==> config.mk <==
export PLATFORM = sky130hd
export DESIGN_NAME = prog_loader
export DESIGN_NICKNAME = d
export VERILOG_FILES = /design/src/rtl/prog_loader.sv
export SDC_FILE = /design/constraint.sdc
export NUM_CORES = 1
export LEC_CHECK = 0
export BUFFER_PORTS_ARGS = -buffer_cell sky130_fd_sc_hd__buf_2
export CORE_MARGIN = 2
export CORE_UTILIZATION = 58
export CTS_CLUSTER_DIAMETER = 100
export DETAILED_ROUTE_END_ITERATION = 7
export PLACE_DENSITY = 0.85
export RECOVER_POWER = 50
export SYNTH_ARGS = -nofsm -noshare
export SYNTH_HDL_FRONTEND = slang
export SYNTH_SLANG_ARGS = --single-unit
==> constraint.sdc <==
create_clock -name clk -period 4.05 [get_ports clk]
set_input_delay 0 -clock clk [delete_from_list [all_inputs] [get_ports clk]]
set_output_delay 0 -clock clk [all_outputs]
set_load 0.005 [all_outputs]
==> src/rtl/prog_loader.sv <==
// Program-RAM loader: accepts an image as a byte stream, writes it to sequential
// RAM addresses with the CPU halted, then checks a trailing checksum byte.
module prog_loader #(
  parameter int ADDRESS_WIDTH = 4,
  parameter int WIDTH         = 8,
  parameter int MEMORY_SIZE   = 1 << ADDRESS_WIDTH
) (
  input  logic             clk,
  input  logic             reset_n,
  input  logic             start,
  input  logic             rx_valid,
  input  logic [WIDTH-1:0] rx_data,
  output logic             rx_ready,
  output logic [WIDTH-1:0] ram_addr,
  output logic [WIDTH-1:0] ram_data,
  output logic             ram_write_enable,
  output logic             cpu_halt,
  output logic             done,
  output logic             error
);

  typedef enum logic [2:0] {
    S_IDLE,
    S_RECV,
    S_WRITE,
    S_CHECK,
    S_DONE
  } state_e;

  localparam logic [ADDRESS_WIDTH-1:0] LAST_ADDR = ADDRESS_WIDTH'(MEMORY_SIZE - 1);

  state_e                   state_q, state_d;
  logic [ADDRESS_WIDTH-1:0] addr_q,  addr_d;
  logic [WIDTH-1:0]         data_q,  data_d;
  logic [WIDTH-1:0]         sum_q,   sum_d;
  logic                     done_q,  done_d;
  logic                     error_q, error_d;

  always_ff @(posedge clk or negedge reset_n) begin
    if (!reset_n) begin
      state_q <= S_IDLE;
      addr_q  <= '0;
      data_q  <= '0;
      sum_q   <= '0;
      done_q  <= 1'b0;
      error_q <= 1'b0;
    end else begin
      state_q <= state_d;
      addr_q  <= addr_d;
      data_q  <= data_d;
      sum_q   <= sum_d;
      done_q  <= done_d;
      error_q <= error_d;
    end
  end

  // rx_ready, cpu_halt and the write strobe are decoded from state alone,
  // so rx_ready never combinationally depends on rx_valid.
  always_comb begin
    state_d          = state_q;
    addr_d           = addr_q;
    data_d           = data_q;
    sum_d            = sum_q;
    done_d           = done_q;
    error_d          = error_q;
    rx_ready         = 1'b0;
    cpu_halt         = 1'b0;
    ram_write_enable = 1'b0;

    case (state_q)
      S_IDLE, S_DONE: begin
        if (start) begin
          addr_d  = '0;
          sum_d   = '0;
          done_d  = 1'b0;
          error_d = 1'b0;
          state_d = S_RECV;
        end
      end

      S_RECV: begin
        rx_ready = 1'b1;
        cpu_halt = 1'b1;
        if (rx_valid) begin
          data_d  = rx_data;
          sum_d   = sum_q + rx_data;
          state_d = S_WRITE;
        end
      end

      S_WRITE: begin
        cpu_halt         = 1'b1;
        ram_write_enable = 1'b1;
        if (addr_q == LAST_ADDR) begin
          state_d = S_CHECK;
        end else begin
          addr_d  = addr_q + ADDRESS_WIDTH'(1);
          state_d = S_RECV;
        end
      end

      S_CHECK: begin
        rx_ready = 1'b1;
        cpu_halt = 1'b1;
        if (rx_valid) begin
          error_d = (rx_data != sum_q);
          done_d  = 1'b1;
          state_d = S_DONE;
        end
      end

      default: state_d = S_IDLE;
    endcase
  end

  assign ram_addr = WIDTH'(addr_q);
  assign ram_data = data_q;
  assign done     = done_q;
  assign error    = error_q;

endmodule
==> out/qor.txt, run 1 <==
Largest net degree at the start of global routing - 26
Peak VDD IR - 0.440 mV
Critical path's top delay family - adder cells
Total core area - 0.00248 mm2
Fin nets - 223
CTS tree - built
Commonest non-fill, non-tap cell in the layout - nand2_1
Asr flop ratio synth - 100%
Clock Latency Late Sink - 0.32 ns
Postcts setup bufs - 0
Min Tclk post-route - 2.01 ns
Wire length per cell - 13.7 um
Post-synth EDFFs - 0
Clock root buffer - clkbuf_4
Worst-margin pin slew - 1.35 ns
Power per Cell Area - 641 mW/mm2
Die Y - 55.2 um
Setup crit start kind - flop
Cts repair resizes - 0
Layout cells sized above 1 - 18.9%
Gpl congestion - 0.860
Final hold vios - 0
Clock sinks - 25
Global-route wire length before repair - 5580 um
RSZ-0062 raised after global routing - false
DRC Markers - 0
DR vias/cell - 5.84
WHS - 0.0225 ns
# IOs - 33
Die ar. - 0.00305 mm2
CP Capture Type - flop
Ant diodes - 0
Max H-tree Level - 1
Port Buf Inserts - 28
Final TNS setup - 0 ns
Area Growth Syn to Fin - 16.4%
Row count - 18
CP arrival - 2.23 ns
Period utilisation layout - 49.6%
Worst slew margin - 9.95%
Hpwl dp - 2320 um
Die X - 55.2 um
WP buf/inv - 0
Post-synthesis cell count - 166
Routed Antenna Nets - 0
Crit-path slowest cell - fa_1
Syn avg cell area - 9.17 um2
Total track usage - 22.2%
Max frequency - 498 MHz
Top cell type's share of synthesized area - 41.1%
Initial antenna violation count - 0
Final Setup Violations - 0
FF+latch count, synth - 25
CP max stage delay - 0.41 ns
Lkg Pwr - 0.000876 uW
DRT Pass-1 Iters - 4
TritonCTS Buffers - 3
Clk slew on worst S/H paths - 0.13 ns
Via count of the first global-routing pass - 1335
Critical path fanouts, max - 2
Synth cell types - 42
Synth top area cells - dfrtp_1 (41%), nand2_1 (10%), ha_1 (6.6%)
Sequential area share after synthesis - 41.1%
Clock skew - 0.00115 ns
Crit Path Class - reg -> reg
Hold Buf Count CTS - 9
Iteration-0 DRC Markers - 28
Clk buf depth - 2
Req. time, crit path - 4.28 ns
Hold Crit Class - in -> reg
Total gr overflow - 0
Max-Cap Viols - 0
Final Max Tran Viols - 0
Cell Chain, Critical Path - ha_1 -> fa_1 -> a21o_1 -> a21o_2 -> a21oi_1 -> mux2i_1 -> nand2_1
Status - complete, no violations
Most frequent cells in the layout - nand2_1 (41), dfrtp_1 (25), buf_2 (24)
Cell area after synthesis - 0.00152 mm2
YS warnings - 0
Cell accounting for the most synthesized area - dfrtp_1
Starting Density - 61.4%
WL final - 3160 um
Via count - 1348
Main synth FF type - dfrtp_1
[Yosys cell counts, drive strengths merged (2+ instances only)]
cell / number
nor3b: 4
xor2: 5
nand2b: 2
clkbuf: 3
a21oi: 10
a2111oi: 3
buf: 6
o31ai: 2
inv: 6
dfrtp: 25
a22o: 4
nor2: 9
a31oi: 2
o21ai: 12
ha: 8
nor3: 5
nand3b: 2
and4: 2
a21o: 2
nand2: 41
[worst reg2reg max path, stage by stage, from the launching register on]
cell	delay, ns
dfrtp_1	0.40
ha_1	0.21
fa_1	0.41
a21o_1	0.20
a21o_2	0.22
a21oi_1	0.17
mux2i_1	0.22
nand2_1	0.07
[layer usage]
metal  up-vias  part of all wire [%]  GRT usage, %
met2        53                    50          37.4
met4         0                   1.7          9.41
met1       651                    44          28.6
li1        639                     -             -
met5         -                     0             0
met3         5                   5.0          2.81
[registers in the layout (all words and copies together) (netlist names)]
name	count
ram_data	8
done	1
state_q	3
sum_q	8
addr_q	4
error	1
[kinds of logic after synthesis]
group	count (synthesis)	share of synthesized area, %
other	1	0.246
multiplexers	2	1.40
XOR/XNOR	6	3.45
AND/OR/NAND/NOR	69	21.6
AO/OA/AOI/OAI	39	19.4
flip-flops	25	41.1
buffers and inverters	15	4.85
adder cells (fa/ha/maj)	9	7.90
[report_power, final]
| part | switching [uW] | total [uW] | internal, uW |
|---|---|---|---|
| clock | 75.7 | 114 | 38.6 |
| sequential | 80.1 | 428 | 348 |
| combinational | 340 | 593 | 253 |
| total | 496 | 1140 | 639 |
[path summary, 6_finish.rpt]
| check | cells after the start | slack (ns) | end | start |
|---|---|---|---|---|
| worst max register to register | 7 | 2.04 | sum_q[6]$_DFFE_PN0P_ | sum_q[0]$_DFFE_PN0P_ |
| max in group asynchronous | 2 | 2.77 | sum_q[1]$_DFFE_PN0P_ | reset_n |
| worst min register to register | 2 | 0.49 | ram_data[5]$_DFFE_PN0P_ | ram_data[5]$_DFFE_PN0P_ |
| min in group asynchronous | 2 | 0.49 | ram_data[4]$_DFFE_PN0P_ | reset_n |
| worst max-delay path | 7 | 2.04 | sum_q[6]$_DFFE_PN0P_ | sum_q[0]$_DFFE_PN0P_ |
| worst min-delay path | 4 | 0.02 | state_q[2]$_DFFE_PN0P_ | start |
[cell type report]
type	count	area [um2]
multi-input combinational	129	833
fill	198	707
sequential	25	626
timing repair buffer	37	225
tap	30	37.5
clock buffer	4	26.3
inverter	6	22.5
[through the flow]
stage	instances	setup slack, ns	instance area [um2]	util, %	power [uW]
after floorplan	169	2.19	1530	-	858
after global placement	218	2.15	1660	67.0	989
after detailed placement	218	2.06	1660	67.0	1020
after CTS	231	2.05	1780	71.7	1140
after global routing	231	1.97	1770	71.5	1240
final	231	2.04	1770	71.5	1140
Power figures use the tool's default switching activity.
==> inputs of run 2 (changes only) <==
- CORE_UTILIZATION: 58 -> 54
- PLACE_DENSITY: 0.85 -> 0.8
- clock period: 4.05 -> 2.1 ns (I/O delays scaled with it)
==> run 2 against run 1 <==
Net effect:
- worst hold slack worse by 0.013 ns
- clock power is 92% higher
- register-to-register slack worse by 1.9 ns
- clock skew is 0.0011 ns higher
- maximum frequency is 0.79% higher
- cell count is 1.7% higher
- die area is 6.9% higher
- critical endpoint is now sum_q[7]$_DFFE_PN0P_
- largest cell class unchanged
- largest power group unchanged
==> out/qor.txt, run 2 (synthesis results as in run 1) <==
Status - complete, no violations (unchanged)
Reg2Reg Depth - 6 (was 7)
Clock sinks - 25 (unchanged)
Total track usage - 21.7% (was 22.2%)
Most frequent cells in the layout - nand2_1 (41), dfrtp_1 (25), buf_2 (25) (was nand2_1 (41), dfrtp_1 (25), buf_2 (24))
Number of cells on the worst hold path - 4 (unchanged)
Max H-tree Level - 1 (unchanged)
Final TNS setup - 0 ns (unchanged)
Clock root buffer - clkbuf_4 (unchanged)
Initial antenna violation count - 0 (unchanged)
Period utilisation layout - 94.9% (was 49.6%)
DRT Pass-1 Iters - 4 (unchanged)
RSZ-0062 raised after global routing - false (unchanged)
Gate power share - 53.3% (was 52.2%)
Final Max Tran Viols - 0 (unchanged)
CP Capture Type - flop (unchanged)
Min Tclk post-route - 1.99 ns (was 2.01 ns)
Finished Cell Area - 0.00180 mm2 (was 0.00177 mm2)
Postcts setup bufs - 0 (unchanged)
Final Util - 66.4% (was 71.5%)
Pwr Total - 2240 uW (was 1140 uW)
Post-place setup slack - 0.126 ns (was 2.06 ns)
Seq. cell area - 626 um2 (unchanged)
Ant diodes - 0 (unchanged)
Internal - 1270 uW (was 639 uW)
Final hold vios - 0 (unchanged)
Setup crit start kind - flop (unchanged)
Cell Chain, Critical Path - ha_1 -> a2111oi_4 -> o21ai_2 -> a2111oi_2 -> nor3b_1 -> nor2_1 (was ha_1 -> fa_1 -> a21o_1 -> a21o_2 -> a21oi_1 -> mux2i_1 -> nand2_1)
Total core area - 0.00271 mm2 (was 0.00248 mm2)
Hold Startpoint - start (unchanged)
Psw - 970 uW (was 496 uW)
DRC Markers - 0 (unchanged)
CTS tree - built (unchanged)
Placement Cell Area - 0.00168 mm2 (was 0.00166 mm2)
Die Y - 57.1 um (was 55.2 um)
Clock Latency Late Sink - 0.31 ns (was 0.32 ns)
Port Buf Inserts - 28 (unchanged)
Fin nets - 226 (was 223)
Hpwl dp - 2400 um (was 2320 um)
Clock network fraction of total power - 9.8% (was 10.1%)
Gpl congestion - 0.770 (was 0.860)
Clock skew - 0.00223 ns (was 0.00115 ns)
Crit-path slowest cell - dfrtp_1 (was fa_1)
Final Setup Violations - 0 (unchanged)
Worst-margin pin slew - 1.34 ns (was 1.35 ns)
Routed Antenna Nets - 0 (unchanged)
DR vias/cell - 5.48 (was 5.84)
Global-route wire length before repair - 5590 um (was 5580 um)
TritonCTS Buffers - 3 (unchanged)
Area Growth Syn to Fin - 18.3% (was 16.4%)
Max-Cap Viols - 0 (unchanged)
Clk buf depth - 2 (unchanged)
Crit Path Class - reg -> reg (unchanged)
Row count - 19 (was 18)
Max frequency - 502 MHz (was 498 MHz)
Die X - 57.1 um (was 55.2 um)
CP arrival - 2.25 ns (was 2.23 ns)
Req. time, crit path - 2.36 ns (was 4.28 ns)
Hold Crit Class - in -> reg (unchanged)
Reg2reg start - sum_q[3]$_DFFE_PN0P_ (was sum_q[0]$_DFFE_PN0P_)
Lkg Pwr - 0.000894 uW (was 0.000876 uW)
Peak VDD IR - 0.906 mV (was 0.440 mV)
Worst slew margin - 10.8% (was 9.95%)
Clk slew on worst S/H paths - 0.14 ns (was 0.13 ns)
Layout cells sized above 1 - 21.1% (was 18.9%)
FILL cells - 240 (was 198)
CP startpoint - sum_q[3]$_DFFE_PN0P_ (was sum_q[0]$_DFFE_PN0P_)
Wire length per cell - 13.6 um (was 13.7 um)
Sw frac - 43.3% (was 43.7%)
Starting Density - 56.1% (was 61.4%)
Iteration-0 DRC Markers - 19 (was 28)
Via count of the first global-routing pass - 1329 (was 1335)
Commonest non-fill, non-tap cell in the layout - nand2_1 (unchanged)
Via count - 1287 (was 1348)
Die ar. - 0.00326 mm2 (was 0.00305 mm2)
CP max stage delay - 0.41 ns (about the same)
Power per Cell Area - 1240 mW/mm2 (was 641 mW/mm2)
WL final - 3210 um (was 3160 um)
# IOs - 33 (unchanged)
Flop pwr share - 36.9% (was 37.7%)
Multi-input logic area - 837 um2 (was 833 um2)
Largest net degree at the start of global routing - 26 (unchanged)
Critical path fanouts, max - 6 (was 2)
Total gr overflow - 0 (unchanged)
Post-layout worst setup margin - 0.108 ns (was 2.04 ns)
[run 2: cell types whose count changed in the layout (fill, tap and decap cells not counted)]
cell	delta
a21oi_1	-1
a21oi_2	+1
buf_2	+1
buf_4	+3
clkbuf_1	-1
[run 2: area by class of cell]
class                   instances  share of cell area (%)
flip-flops and latches         25                    34.8
multi-input cells             129                    46.5
well taps                      31                    2.16
repair buffers                 40                    13.8
clock buffers                   4                    1.46
inverters                       6                    1.25
[run 2: power by group through the flow]
stage / clock network [uW] / logic [uW] / registers, uW
final: 219 / 1190 / 827
after global routing: 241 / 1340 / 858
after CTS: 225 / 1200 / 827
after detailed placement: 0 / 1180 / 839
after global placement: 0 / 1130 / 824
after floorplan: 0 / 863 / 791
[run 2: metrics by stage]
step           std cells  hold WS, ns
2_1_floorplan        169       -0.296
3_3_place_gp         222       0.0152
3_5_place_dp         222       0.0276
4_1_cts              235      0.00383
5_1_grt              235       0.0155
6_report             235      0.00940
[run 2: worst max-delay path, delay by kind of cell, from the launching register on]
kind | cells | cell delay (ns)
compound gates | 3 | 0.94
fa+ha+maj | 1 | 0.39
flops | 1 | 0.41
simple gates | 2 | 0.19
[run 2: layer usage]
metal | vias up | GRT usage (%) | wire length (um)
met5 | - | 0 | 0
met2 | 28 | 39.4 | 1690
met1 | 604 | 25.8 | 1380
met4 | 0 | 7.31 | 40
li1 | 649 | - | -
met3 | 6 | 3.85 | 102
[run 2: timing repair]
action                                  CTS  global route
endpoints found under the setup margin    0             1
hold buffers                              9             0
resized for setup                         0             1
endpoints found under the hold margin    33             0
[run 2: final timing paths]
kind / endpoint / slack (ns)
worst max register to register: sum_q[7]$_DFFE_PN0P_ / 0.11
worst min-delay path: addr_q[2]$_DFFE_PN0P_ / 0.009
worst max-delay path: sum_q[7]$_DFFE_PN0P_ / 0.11
min in group asynchronous: ram_data[4]$_DFFE_PN0P_ / 0.49
max in group asynchronous: ram_data[0]$_DFFE_PN0P_ / 0.83
worst min register to register: ram_data[5]$_DFFE_PN0P_ / 0.48
==> inputs of run 3 (changes only) <==
- CELL_PAD_IN_SITES_DETAIL_PLACEMENT: default -> 2
- CELL_PAD_IN_SITES_GLOBAL_PLACEMENT: default -> 2
- CORE_UTILIZATION: 54 -> 32
- HOLD_SLACK_MARGIN: default -> 0.08
- PLACE_DENSITY: 0.8 -> 0.79
==> run 3 against run 2 <==
Net effect:
- clock skew about the same
- flip-flop and latch count unchanged
- clock-buffer cell count unchanged
- critical path depth unchanged
- cell count increased by 10%
- power increased by 6.9%
- critical endpoint unchanged
- final area increased by 3.3%
- via count increased by 4.4%
- core utilization decreased by 26 points
- die area increased by 63%
- combinational power increased by 5%
==> out/qor.txt, run 3 (synthesis results as in run 1) <==
Status - complete, no violations (unchanged)
CTS tree - built (unchanged)
Reg2Reg Depth - 6 (unchanged)
Ant diodes - 0 (unchanged)
Setup crit start kind - flop (unchanged)
Number of cells on the worst hold path - 3 (was 4)
Total core area - 0.00466 mm2 (was 0.00271 mm2)
Clk slew on worst S/H paths - 0.09 ns (was 0.14 ns)
Largest net degree at the start of global routing - 26 (unchanged)
Crit Path Class - reg -> reg (unchanged)
Total track usage - 17.8% (was 21.7%)
Initial antenna violation count - 0 (unchanged)
Clk buf depth - 2 (unchanged)
CP arrival - 2.14 ns (was 2.25 ns)
Hpwl dp - 3210 um (was 2400 um)
Max frequency - 517 MHz (was 502 MHz)
Routed Antenna Nets - 0 (unchanged)
Reg2Reg Capture Point - sum_q[7]$_DFFE_PN0P_ (unchanged)
Final TNS setup - 0 ns (unchanged)
FILL cells - 539 (was 240)
Iteration-0 DRC Markers - 41 (was 19)
Clock skew - 0.00244 ns (was 0.00223 ns)
CP max stage delay - 0.40 ns (was 0.41 ns)
Via count of the first global-routing pass - 1548 (was 1329)
Row count - 25 (was 19)
TritonCTS Buffers - 3 (unchanged)
RSZ-0062 raised after global routing - false (unchanged)
Die Y - 73.0 um (was 57.1 um)
Critical path fanouts, max - 6 (unchanged)
# IOs - 33 (unchanged)
Hold Crit Class - in -> reg (unchanged)
Clock Latency Late Sink - 0.27 ns (was 0.31 ns)
Global-route wire length before repair - 7330 um (was 5590 um)
Lkg Pwr - 0.000897 uW (was 0.000894 uW)
Gpl congestion - 0.816 (was 0.770)
Clock sinks - 25 (unchanged)
Reg2reg start - sum_q[3]$_DFFE_PN0P_ (unchanged)
Final Util - 39.9% (was 66.4%)
Final Max Tran Viols - 0 (unchanged)
WL final - 4280 um (was 3210 um)
Min Tclk post-route - 1.93 ns (was 1.99 ns)
Wire length per cell - 16.5 um (was 13.6 um)
Total gr overflow - 0 (unchanged)
DRC Markers - 0 (unchanged)
DRT Pass-1 Iters - 4 (unchanged)
Final Setup Violations - 0 (unchanged)
Max H-tree Level - 1 (unchanged)
DR vias/cell - 5.19 (was 5.48)
Hold Startpoint - rx_data[7] (was start)
Clock root buffer - clkbuf_8 (was clkbuf_4)
Layout cells sized above 1 - 21.0% (was 21.1%)
Power per Cell Area - 1290 mW/mm2 (was 1240 mW/mm2)
Crit-path most repeated cell - a2111oi_4
Peak VDD IR - 0.492 mV (was 0.906 mV)
Seq. cell area - 626 um2 (unchanged)
Starting Density - 32.6% (was 56.1%)
Max-Cap Viols - 0 (unchanged)
Die X - 73.0 um (was 57.1 um)
CP Capture Type - flop (unchanged)
Multi-input logic area - 842 um2 (was 837 um2)
Most frequent cells in the layout - nand2_1 (41), dfrtp_1 (25), buf_2 (23) (was nand2_1 (41), dfrtp_1 (25), buf_2 (25))
Fin nets - 227 (was 226)
Reg2reg setup slack - 0.17 ns (was 0.11 ns)
Die ar. - 0.00532 mm2 (was 0.00326 mm2)
Worst slew margin - 3.49% (was 10.8%)
Port Buf Inserts - 28 (unchanged)
Commonest non-fill, non-tap cell in the layout - nand2_1 (unchanged)
Period utilisation layout - 92.1% (was 94.9%)
Via count - 1343 (was 1287)
Req. time, crit path - 2.31 ns (was 2.36 ns)
Cell Chain, Critical Path - ha_2 -> a2111oi_4 -> o21ai_2 -> a2111oi_4 -> nor3_1 -> nor2_1 (was ha_1 -> a2111oi_4 -> o21ai_2 -> a2111oi_2 -> nor3b_1 -> nor2_1)
Area Growth Syn to Fin - 22.2% (was 18.3%)
Worst-margin pin slew - 1.45 ns (was 1.34 ns)
Crit-path slowest cell - dfrtp_1 (unchanged)
Final hold vios - 0 (unchanged)
Hold Path End - ram_data[7]$_DFFE_PN0P_ (was addr_q[2]$_DFFE_PN0P_)
run 3: how the worst max path moves through the flow:
stage / slack (ns) / startpoint / depth (start not counted) / endpoint
after floorplan: 0.24 / sum_q[0]$_DFFE_PN0P_ / 7 / sum_q[6]$_DFFE_PN0P_
after global placement: 0.18 / sum_q[0]$_DFFE_PN0P_ / 7 / sum_q[6]$_DFFE_PN0P_
after detailed placement: 0.09 / sum_q[0]$_DFFE_PN0P_ / 7 / sum_q[6]$_DFFE_PN0P_
after CTS: 0.08 / sum_q[3]$_DFFE_PN0P_ / 6 / sum_q[7]$_DFFE_PN0P_
final: 0.17 / sum_q[3]$_DFFE_PN0P_ / 6 / sum_q[7]$_DFFE_PN0P_
after global routing: 0.04 / sum_q[3]$_DFFE_PN0P_ / 6 / sum_q[7]$_DFFE_PN0P_
run 3: repair_timing:
item,4_1_cts,5_1_grt
setup endpoints to repair,0,2
setup buffers,0,0
gates resized for setup,0,3
hold buffers,10,0
hold endpoints to repair,34,0
run 3: power by group:
group | switching [uW] | internal (uW) | total, uW | leakage, uW
clock | 163 | 136 | 300 | 0.0000228
sequential | 170 | 672 | 841 | 0.000322
combinational | 726 | 528 | 1250 | 0.000552
run 3: final cells by class:
class	count	share of cell area, %
clock buffer	4	2.42
inverter	6	1.21
multi-input combinational	129	45.3
sequential	25	33.6
tap	54	3.63
timing repair buffer	41	13.8
run 3: critical path: cells and delay by family (launching register included):
| kind | cells | cell delay [ns] |
|---|---|---|
| and+or+nand+nor | 2 | 0.24 |
| AOI/OAI and AO/OA | 3 | 0.90 |
| DFF | 1 | 0.40 |
| adders and majority gates | 1 | 0.33 |
run 3: routing by layer:
| metal | global-route usage, % | share of wire, % |
|---|---|---|
| met4 | 5.97 | 1.2 |
| met5 | 0 | 0 |
| met1 | 21.5 | 43 |
| met2 | 32.7 | 54 |
| met3 | 2.07 | 1.9 |
run 3: per-stage QoR:
| step | setup slack [ns] | std cells | hold WS (ns) | power [uW] | instance area [um2] |
|---|---|---|---|---|---|
| floorplan | 0.243 | 169 | -0.296 | 1650 | 1530 |
| global placement | 0.179 | 245 | 0.0374 | 1990 | 1710 |
| detailed placement | 0.0925 | 245 | 0.0494 | 2100 | 1710 |
| CTS | 0.0757 | 259 | 0.143 | 2430 | 1860 |
| global route | 0.0385 | 259 | 0.176 | 2630 | 1860 |
| finish | 0.165 | 259 | 0.140 | 2390 | 1860 |
